`src/rtl/cpu_pkg.sv`:
```
`timescale 1ns/1ps
// Shared datapath constants: immediate extension modes and the skid-buffer state encoding.
package cpu_pkg;

    localparam logic [1:0] EXT_SIGN   = 2'd0;
    localparam logic [1:0] EXT_ZERO   = 2'd1;
    localparam logic [1:0] EXT_HIGH   = 2'd2;
    localparam logic [1:0] EXT_BRANCH = 2'd3;

    typedef enum logic [1:0] {
        ST_EMPTY = 2'd0,
        ST_ONE   = 2'd1,
        ST_FULL  = 2'd2
    } state_e;

endpackage

```
`src/rtl/imm_ext_core.sv`:
```
`timescale 1ns/1ps
// Immediate extender: sign/zero/high (LUI) or sign-extended-and-shifted branch offset.
// Latency: purely combinational.
// Backpressure: none; the enclosing pipe owns the handshake.
module imm_ext_core
    import cpu_pkg::*;
#(
    parameter int IN_W  = 16,
    parameter int OUT_W = 32,
    parameter int SHIFT = 2
) (
    input  logic [IN_W-1:0]  data_i,
    input  logic [1:0]       mode_i,
    output logic [OUT_W-1:0] data_o
);

    logic [OUT_W-1:0] ext_sign;
    logic [OUT_W-1:0] ext_zero;
    logic [OUT_W-1:0] ext_high;
    logic [OUT_W-1:0] ext_branch;

    assign ext_sign   = OUT_W'(signed'(data_i));
    assign ext_zero   = OUT_W'(data_i);
    assign ext_high   = ext_zero << (OUT_W - IN_W);
    assign ext_branch = ext_sign << SHIFT;

    always_comb begin
        data_o = ext_sign;
        case (mode_i)
            EXT_SIGN:   data_o = ext_sign;
            EXT_ZERO:   data_o = ext_zero;
            EXT_HIGH:   data_o = ext_high;
            EXT_BRANCH: data_o = ext_branch;
            default:    data_o = ext_sign;
        endcase
    end

endmodule

```
`src/rtl/imm_ext_pipe.sv`:
```
`timescale 1ns/1ps
// Pipelined immediate extender with a 2-entry skid buffer between decode and the operand muxes.
// Latency: 1 cycle accept-to-valid_o; full throughput while ready_i stays high.
// Backpressure: ready_o comes from registered state only and drops once both entries are held.
module imm_ext_pipe
    import cpu_pkg::*;
#(
    parameter int IN_W  = 16,
    parameter int OUT_W = 32,
    parameter int SHIFT = 2
) (
    input  logic             clk_i,
    input  logic             rst_i,
    input  logic [IN_W-1:0]  data_i,
    input  logic [1:0]       mode_i,
    input  logic             valid_i,
    output logic             ready_o,
    output logic [OUT_W-1:0] data_o,
    output logic             valid_o,
    input  logic             ready_i
);

    if ((OUT_W < IN_W + SHIFT) || (IN_W < 2)) begin : g_param_err
        $error("imm_ext_pipe: need OUT_W >= IN_W + SHIFT and IN_W >= 2");
    end

    state_e           state_q, state_d;
    logic [OUT_W-1:0] out_q, out_d;
    logic [OUT_W-1:0] skid_q, skid_d;
    logic [OUT_W-1:0] ext_w;
    logic             accept;
    logic             pop;

    imm_ext_core #(
        .IN_W  (IN_W),
        .OUT_W (OUT_W),
        .SHIFT (SHIFT)
    ) u_core (
        .data_i (data_i),
        .mode_i (mode_i),
        .data_o (ext_w)
    );

    assign ready_o = (state_q != ST_FULL);
    assign valid_o = (state_q != ST_EMPTY);
    assign data_o  = out_q;
    assign accept  = valid_i && ready_o;
    assign pop     = valid_o && ready_i;

    always_comb begin
        state_d = state_q;
        out_d   = out_q;
        skid_d  = skid_q;
        case (state_q)
            ST_EMPTY: begin
                if (accept) begin
                    state_d = ST_ONE;
                    out_d   = ext_w;
                end
            end
            ST_ONE: begin
                if (accept && pop) begin
                    out_d = ext_w;
                end else if (accept) begin
                    state_d = ST_FULL;
                    skid_d  = ext_w;
                end else if (pop) begin
                    // data_o deliberately keeps the last word while idle
                    state_d = ST_EMPTY;
                end
            end
            ST_FULL: begin
                if (pop) begin
                    state_d = ST_ONE;
                    out_d   = skid_q;
                end
            end
            default: state_d = ST_EMPTY;
        endcase
    end

    always_ff @(posedge clk_i or negedge rst_i) begin
        if (!rst_i) begin
            state_q <= ST_EMPTY;
            out_q   <= '0;
            skid_q  <= '0;
        end else begin
            state_q <= state_d;
            out_q   <= out_d;
            skid_q  <= skid_d;
        end
    end

endmodule

```
`config.mk`:
```
export PLATFORM = sky130hd
export DESIGN_NAME = imm_ext_pipe
export DESIGN_NICKNAME = d
export VERILOG_FILES = /design/src/rtl/cpu_pkg.sv /design/src/rtl/imm_ext_core.sv /design/src/rtl/imm_ext_pipe.sv
export SDC_FILE = /design/constraint.sdc
export NUM_CORES = 1
export LEC_CHECK = 0
export BUFFER_PORTS_ARGS = -buffer_cell sky130_fd_sc_hd__buf_4
export CELL_PAD_IN_SITES_DETAIL_PLACEMENT = 0
export CELL_PAD_IN_SITES_GLOBAL_PLACEMENT = 1
export CORE_MARGIN = 3
export CORE_UTILIZATION = 47
export CTS_CLUSTER_DIAMETER = 50
export DETAILED_ROUTE_END_ITERATION = 6
export GPL_ROUTABILITY_DRIVEN = 0
export PLACE_DENSITY_LB_ADDON = 0.1
export SYNTH_ARGS = -nofsm -noshare
export SYNTH_HDL_FRONTEND = slang
export SYNTH_SLANG_ARGS = --single-unit
```
`constraint.sdc`:
```
create_clock -name clk_i -period 2.5 [get_ports clk_i]
set_input_delay 0.375 -clock clk_i [delete_from_list [all_inputs] [get_ports clk_i]]
set_output_delay 0.375 -clock clk_i [all_outputs]
set_load 0.01 [all_outputs]
```
==> results of run 1 <==
## kinds of logic (layout without fill, tap and decap cells)
family / Yosys count / count (layout) / share of synthesized area
AOI/OAI and AO/OA: 158 / 158 / 0.301
and+or+nand+nor: 98 / 98 / 0.130
DFF: 66 / 66 / 0.447
buffers and inverters: 45 / 85 / 0.0729
muxes: 16 / 16 / 0.0485
## layout by cell type, fill, tap and decap left out, types with 2 or more instances in the layout
| master | instances |
|---|---|
| nor2_1 | 28 |
| clkbuf_8 | 11 |
| nand2_1 | 36 |
| a31oi_1 | 6 |
| buf_4 | 68 |
| and2_1 | 2 |
| o21ai_0 | 3 |
| inv_1 | 2 |
| clkinv_2 | 2 |
| o31ai_1 | 18 |
| mux2_2 | 14 |
| o211ai_1 | 30 |
| a211oi_2 | 7 |
| nand2b_1 | 2 |
| o21ai_1 | 30 |
| o31ai_2 | 9 |
| nand3_1 | 3 |
| a211oi_1 | 22 |
| nor2b_1 | 14 |
| and3b_1 | 2 |
| dfrtp_1 | 66 |
| a21oi_1 | 28 |
| o311ai_1 | 2 |
## final cells by class
cell class / instances / area [um^2]
Fill cell: 692 / 3180
Multi-Input combinational cell: 272 / 1780
Sequential cell: 66 / 1650
Timing Repair Buffer: 68 / 510
Clock buffer: 11 / 151
Tap cell: 99 / 124
Clock inverter: 3 / 40.0
Inverter: 3 / 11.3
## where the power goes
group          internal, mW  switching [mW]  total [mW]
clock network         0.501           0.407       0.908
logic                 0.581           0.645        1.23
registers              1.43           0.214        1.65
total                  2.52            1.27        3.78
## metal layers
layer | vias to the layer above | global-route usage
met5 | - | 0
met1 | 1482 | 0.340
met3 | 9 | 0.0502
li1 | 1485 | -
met4 | 0 | 0.0733
met2 | 80 | 0.345
## worst paths after layout
| kind | startpoint | to | slack, ns | cells after the start |
|---|---|---|---|---|
| worst max register to register | state_q[0] | data_o[17] | 0.80 | 4 |
| max in group asynchronous | rst_i | data_o[31] | 1.79 | 1 |
| worst min-delay path | rst_i | data_o[5] | 0.14 | 1 |
| worst min register to register | skid_q[0] | skid_q[0] | 0.47 | 2 |
| worst max-delay path | state_q[1] | ready_o | 0.52 | 3 |
| min in group clk_i | ready_i | state_q[1] | 0.27 | 2 |
## worst reg2reg max path, stage by stage (launching register included)
cell and delay, ns:
dfrtp_1 0.55, or2b_1 0.31, a21oi_2 0.13, buf_4 0.40, o31ai_1 0.17
## sequential cells by signal, summed over array words and instances (netlist names)
register	count
state_q	2
data_o	32
skid_q	32
## Yosys cell counts (2+ instances only)
cell and instances:
a31oi_1 6, nor2b_1 15, o31ai_1 18, inv_1 2
o311ai_1 2, nor2_1 28, a21oi_1 28, a211oi_1 22
o31ai_2 9, dfrtp_1 66, buf_6 6, o211ai_1 30
nand2_1 36, a211oi_2 7, o21ai_0 3, nand2b_1 2
buf_4 4, nand3_1 3, and2_1 2, clkbuf_1 8
mux2_2 14, and3b_1 2, buf_2 22, o21ai_1 30
## stage by stage
stage | power, mW | instance area [um^2]
CTS | 3.82 | 4270
finish | 3.78 | 4270
floorplan | 2.40 | 3690
global placement | 2.87 | 4080
global route | 4.04 | 4270
detailed placement | 2.91 | 4080
==> metrics.md, run 1 <==
| Metric | Value |
|---|---|
| Count of different cell masters after synthesis | `42` |
| Syn nets | `around 410` |
| CP max stage delay | `around 0.5 ns` |
| 1st-pass router iterations | `4` |
| Final hold violations | `0` |
| Slew HR | `0.428` |
| Setup violations, final | `0` |
| Post-cts hold buffer count | `0` |
| Post-Route M1 WL | `roughly 4700 um` |
| IO Pins | `56` |
| DRC | `0` |
| Total gr overflow | `0` |
| Min cycle time layout | `about 2.0 ns` |
| Hold/Removal Path Class | `in2async` |
| VDD IR max | `~0.00042 V` |
| Pins over their slew limit | `0` |
| ANT nets after route | `0` |
| Syn_area_per_cell | `about 9.6 um^2` |
| WP data required | `~2.1 ns` |
| Die Span Y | `between 90 and 100 um` |
| Row cnt | `31` |
| Diodes inserted | `0` |
| Sequential fraction of the synthesis area | `0.447` |
| Asr flop ratio synth | `1.00` |
| Period utilisation layout | `0.790` |
| Vias after detailed routing | `roughly 3000` |
| Cell family with most CP delay | `buffers and inverters` |
| Clk_skew | `a little under 0.007 ns` |
| Clock sink total | `66` |
| Syn. warnings | `0` |
| Die X | `approximately 95 um` |
| Share of layout cells above drive strength 1 | `0.286` |
| Worst setup margin | `between 0.5 and 0.6 ns` |
| CP Launch Type | `flop` |
| Largest net degree at the start of global routing | `67` |
| CTS Buffer Depth | `2` |
| Number of synthesized register bits | `66` |
| Number of synthesized flops with an enable pin | `0` |
| Met2 wire length | `about 4300 um` |
| Post-DP HPWL | `6070 um` |
| Static leakage | `1.85 nW` |
| Clock Latency Late Sink | `approximately 0.34 ns` |
| Crit path cell chain | `nor2b_4, inv_2, buf_4` |
| Hold WS | `~0.14 ns` |
| Final Non-Filler Cells | `~520` |
| FMAX | `between 500 and 600 MHz` |
| Power density over cell area | `roughly 890 nW/um^2` |
| Post-place setup slack | `roughly 0.8 ns` |
| Slowest library cell on the worst path | `dfrtp_1` |
| Outcome | `finished, final reports clean` |
| Setup TNS | `0 ns` |
| Post-synth top area share | `0.447` |
| Num CTS Buffers | `9` |
| H-tree Lvls | `3` |
| Met3 WL | `a little under 500 um` |
| Post-layout util | `0.573` |
| Unrepaired setup endpoints after global routing | `false` |
| Clock transition at path regs | `approximately 0.070 ns` |
| GRT Overall Usage | `0.233` |
| Post-synth top area cell | `dfrtp_1` |
| DP Cell Count | `between 500 and 600` |
| CP Max Fanout | `24` |
| Iteration-0 DRC Markers | `roughly 160` |
| TritonCTS clock tree | `yes` |
| Post-Syn Area | `3690 um^2` |
| Post_cts resized | `0` |
| Port bufs | `55` |
| Max cap viols | `0` |
| Critical Path AT | `~1.6 ns` |
| Global-route wire length before repair | `15900 um` |
| Nets@finish | `roughly 440` |
| Core Box Area | `7450 um^2` |
| DIE AREA | `~9000 um^2` |
| Vias in the first global route | `2986` |
| Critical path endpoint category | `output port` |
| Synth-to-Final Area Change | `15.6%` |
| Least-Margin Pin Slew | `between 0.8 and 0.9 ns` |
| Buf+Inv Stages, Crit Path | `2` |
| Post-Syn Instances | `about 380` |
| Post-CTS Setup Inserts | `0` |
| Worst setup path class | `reg2out` |
| Synth top area cells | `dfrtp_1 45%, o211ai_1 6.1%, a211oi_1 4.5%, mux2_2 4.3%, o21ai_1 4.1%` |
| Uppermost layer routed | `met4` |
| Initial antenna violation count | `0` |
| Final WL | `9690 um` |
| Via density | `5.85` |
| Commonest register cell after synthesis | `dfrtp_1` |
| CTS Root Cell | `clkbuf_8` |
| Starting Density | `0.496` |
| DR WL/cell | `approximately 19 um` |
(Power assumes the default switching activity.)
==> inputs of run 2 (changes only) <==
--- a/config.mk
+++ b/config.mk
@@ -5,11 +5,12 @@
 export SDC_FILE = /design/constraint.sdc
 export NUM_CORES = 1
 export LEC_CHECK = 0
+export ABC_AREA = 1
 export BUFFER_PORTS_ARGS = -buffer_cell sky130_fd_sc_hd__buf_4
 export CELL_PAD_IN_SITES_DETAIL_PLACEMENT = 0
 export CELL_PAD_IN_SITES_GLOBAL_PLACEMENT = 1
 export CORE_MARGIN = 3
-export CORE_UTILIZATION = 47
+export CORE_UTILIZATION = 36
 export CTS_CLUSTER_DIAMETER = 50
 export DETAILED_ROUTE_END_ITERATION = 6
 export GPL_ROUTABILITY_DRIVEN = 0
==> constraint.sdc (replaced) <==
create_clock -name clk_i -period 1.8 [get_ports clk_i]
set_input_delay 0.27 -clock clk_i [delete_from_list [all_inputs] [get_ports clk_i]]
set_output_delay 0.27 -clock clk_i [all_outputs]
set_load 0.01 [all_outputs]
==> run 2 against run 1 <==
Against the previous run: register-to-register slack worse by 0.46 ns; flip-flop and latch count stayed put; utilization decreased by 12 points; worst setup slack worse by 0.38 ns; count of clock-buffer cells in the layout is 1 higher; critical path type unchanged; die area rose by 19%; final area fell by 4.7%; global-route usage decreased by 4.4 points.
==> metrics.md, run 2 <==
| Metric | Value |
|---|---|
| FMAX | `a little over 600 MHz` |
| Reg2reg end | `data_o[25] (was data_o[17])` |
| Synth-to-Final Area Change | `19.9% (was 15.6%)` |
| Largest net degree at the start of global routing | `50 (was 67)` |
| Number of synthesized flops with an enable pin | `0 (unchanged)` |
| Post-Syn Area | `3390 um^2 (was 3690 um^2)` |
| Clock Latency Late Sink | `0.34 ns (about the same)` |
| Final WL | `9360 um (was 9690 um)` |
| H-tree Lvls | `3 (unchanged)` |
| Post-synth top area cell | `dfrtp_1 (unchanged)` |
| Asr flop ratio synth | `1.00 (unchanged)` |
| Vias in the first global route | `2771 (was 2986)` |
| Total gr overflow | `0 (unchanged)` |
| Clk_skew | `0.0103 ns (was 0.00682 ns)` |
| Period utilisation layout | `0.919` |
| CTS Buffer Depth | `2 (unchanged)` |
| Syn_area_per_cell | `7.25 um^2 (was 9.64 um^2)` |
| Critical path endpoint category | `output port (unchanged)` |
| Pins over their slew limit | `0 (unchanged)` |
| CP Max Fanout | `49 (was 24)` |
| Slew HR | `0.650 (was 0.428)` |
| DRC | `0 (unchanged)` |
| Clock sink total | `66 (unchanged)` |
| CTS Root Cell | `clkbuf_8 (unchanged)` |
| Core Box Area | `8930 um^2 (was 7450 um^2)` |
| Unrepaired setup endpoints after global routing | `false (unchanged)` |
| Die X | `103 um (was 94.6 um)` |
| Least-Margin Pin Slew | `0.525 ns (was 0.859 ns)` |
| Post_cts resized | `0 (unchanged)` |
| Vias after detailed routing | `3027 (was 3056)` |
| Outcome | `finished, final reports clean (unchanged)` |
| Post-Syn Instances | `468 (was 383)` |
| 1st-pass router iterations | `5 (was 4)` |
| VDD IR max | `0.000597 V (was 0.000421 V)` |
| Fillers | `912 (was 692)` |
| Worst R2R Path Depth | `8 (was 4)` |
| Nets@finish | `536 (was 442)` |
| Commonest register cell after synthesis | `dfrtp_1 (unchanged)` |
| Iteration-0 DRC Markers | `226 (was 161)` |
| Static leakage | `2.29 nW (was 1.85 nW)` |
| Area of the multi-input gates | `1460 um^2 (was 1780 um^2)` |
| Synth top area cells | `dfrtp_1 49%, nand2_1 23%, nand3_1 9.0%, nor2_1 3.8%, buf_2 2.8% (was dfrtp_1 45%, o211ai_1 6.1%, a211oi_1 4.5%, mux2_2 4.3%, o21ai_1 4.1%)` |
| Port bufs | `55 (unchanged)` |
| Highest-count cells in the layout ignoring fill and taps | `209 x nand2_1, 66 x dfrtp_1, 61 x nand3_1 (was 68 x buf_4, 66 x dfrtp_1, 36 x nand2_1)` |
| DIE AREA | `10600 um^2 (was 8960 um^2)` |
| Global-route wire length before repair | `15300 um (was 15900 um)` |
| CP Launch Type | `flop (unchanged)` |
| Syn. warnings | `0 (unchanged)` |
| Register area | `1650 um^2 (unchanged)` |
| Initial antenna violation count | `0 (unchanged)` |
| Commonest non-fill, non-tap cell in the layout | `nand2_1 (was buf_4)` |
| Critical Path AT | `1.38 ns (was 1.60 ns)` |
| IO Pins | `56 (unchanged)` |
| Hold path depth | `2` |
| TritonCTS clock tree | `yes (unchanged)` |
| Setup violations, final | `0 (unchanged)` |
| Hold Path End | `state_q[1]` |
| R2r setup slk | `0.34 ns (was 0.80 ns)` |
| DR WL/cell | `14.9 um (was 18.6 um)` |
| Final Non-Filler Cells | `626 (was 522)` |
| WP data required | `1.53 ns (was 2.12 ns)` |
| Hold Startpoint | `ready_i` |
| Post-synth top area share | `0.487 (was 0.447)` |
| Die Span Y | `103 um (was 94.6 um)` |
| Syn nets | `490 (was 405)` |
| Num CTS Buffers | `9 (unchanged)` |
| Sequential fraction of the synthesis area | `0.487 (was 0.447)` |
| Post-layout util | `0.455 (was 0.573)` |
| Final hold violations | `0 (unchanged)` |
| Reg2reg start | `state_q[1] (was state_q[0])` |
| Row cnt | `34 (was 31)` |
| Max cap viols | `0 (unchanged)` |
| Power density over cell area | `1210 nW/um^2 (was 886 nW/um^2)` |
| Number of synthesized register bits | `66 (unchanged)` |
| ANT nets after route | `0 (unchanged)` |
| Post-DP HPWL | `6250 um (was 6070 um)` |
| Starting Density | `0.380 (was 0.496)` |
| Post-CTS Setup Inserts | `0 (unchanged)` |
| Post-cts hold buffer count | `1 (was 0)` |
| Diodes inserted | `0 (unchanged)` |
| Setup TNS | `0 ns (unchanged)` |
| Hold/Removal Path Class | `in2reg (was in2async)` |
| GRT Overall Usage | `0.189 (was 0.233)` |
| DP Cell Count | `610 (was 508)` |
| Clock transition at path regs | `0.08 ns (was 0.07 ns)` |
| Worst setup path class | `reg2out (unchanged)` |
| Via density | `4.84 (was 5.85)` |
| Top cells by count, synth | `209 x nand2_1, 66 x dfrtp_1, 61 x nand3_1 (was 66 x dfrtp_1, 36 x nand2_1, 30 x o211ai_1, 30 x o21ai_1)` |
| Count of different cell masters after synthesis | `18 (was 42)` |
| Min cycle time layout | `between 1.5 and 2 ns` |
| Share of layout cells above drive strength 1 | `0.166 (was 0.286)` |
| Count leader, synth | `nand2_1 (was dfrtp_1)` |
==> run 2: power by group <==
| group | switching (mW) | internal [mW] |
|---|---|---|
| clock | 0.559 | 0.667 |
| combinational | 0.847 | 0.645 |
| sequential | 0.233 | 1.96 |
==> run 2: routing by layer <==
layer  wire length (um)  GRT usage
met2               4170      0.267
met1               4580      0.284
met5                  0          0
met3                433     0.0399
met4                172     0.0637
==> run 2: logic make-up after synthesis <==
family,synth area share
AOI/OAI and AO/OA,0.0332
and+or+nand+nor,0.398
buffers and inverters,0.0822
DFF,0.487
==> run 2: final cells by class <==
| cell class | count | share of cell area |
|---|---|---|
| clock inverter | 3 | 0.00984 |
| inverter | 27 | 0.0249 |
| multi-input combinational | 346 | 0.359 |
| tap | 108 | 0.0332 |
| timing repair buffer | 64 | 0.131 |
| sequential | 66 | 0.406 |
| clock buffer | 12 | 0.0357 |
==> run 2: worst max path at each step <==
stage	from	to	slack (ns)	cells after the start
final	state_q[1]	ready_o	0.15	3
after global routing	state_q[0]	ready_o	0.06	4
after detailed placement	state_q[1]	data_o[16]	0.33	8
after floorplan	state_q[1]	data_o[10]	0.61	8
after CTS	state_q[1]	ready_o	0.12	3
after global placement	state_q[0]	data_o[31]	0.39	6
==> run 2: critical path: stages (launching register included) <==
cell,delay [ns]
dfrtp_1,0.43
nand2_1,0.18
buf_12,0.25
buf_4,0.17
==> run 2: metrics by stage <==
step	hold WS (ns)	instance area [um^2]	power, mW	worst slack, ns
2_1_floorplan	-0.0256	3390	3.08	0.609
3_3_place_gp	0.267	3870	3.72	0.388
3_5_place_dp	0.266	3870	3.74	0.332
4_1_cts	0.0901	4070	4.98	0.124
5_1_grt	0.0978	4070	5.28	0.0647
6_report	0.0989	4070	4.91	0.146
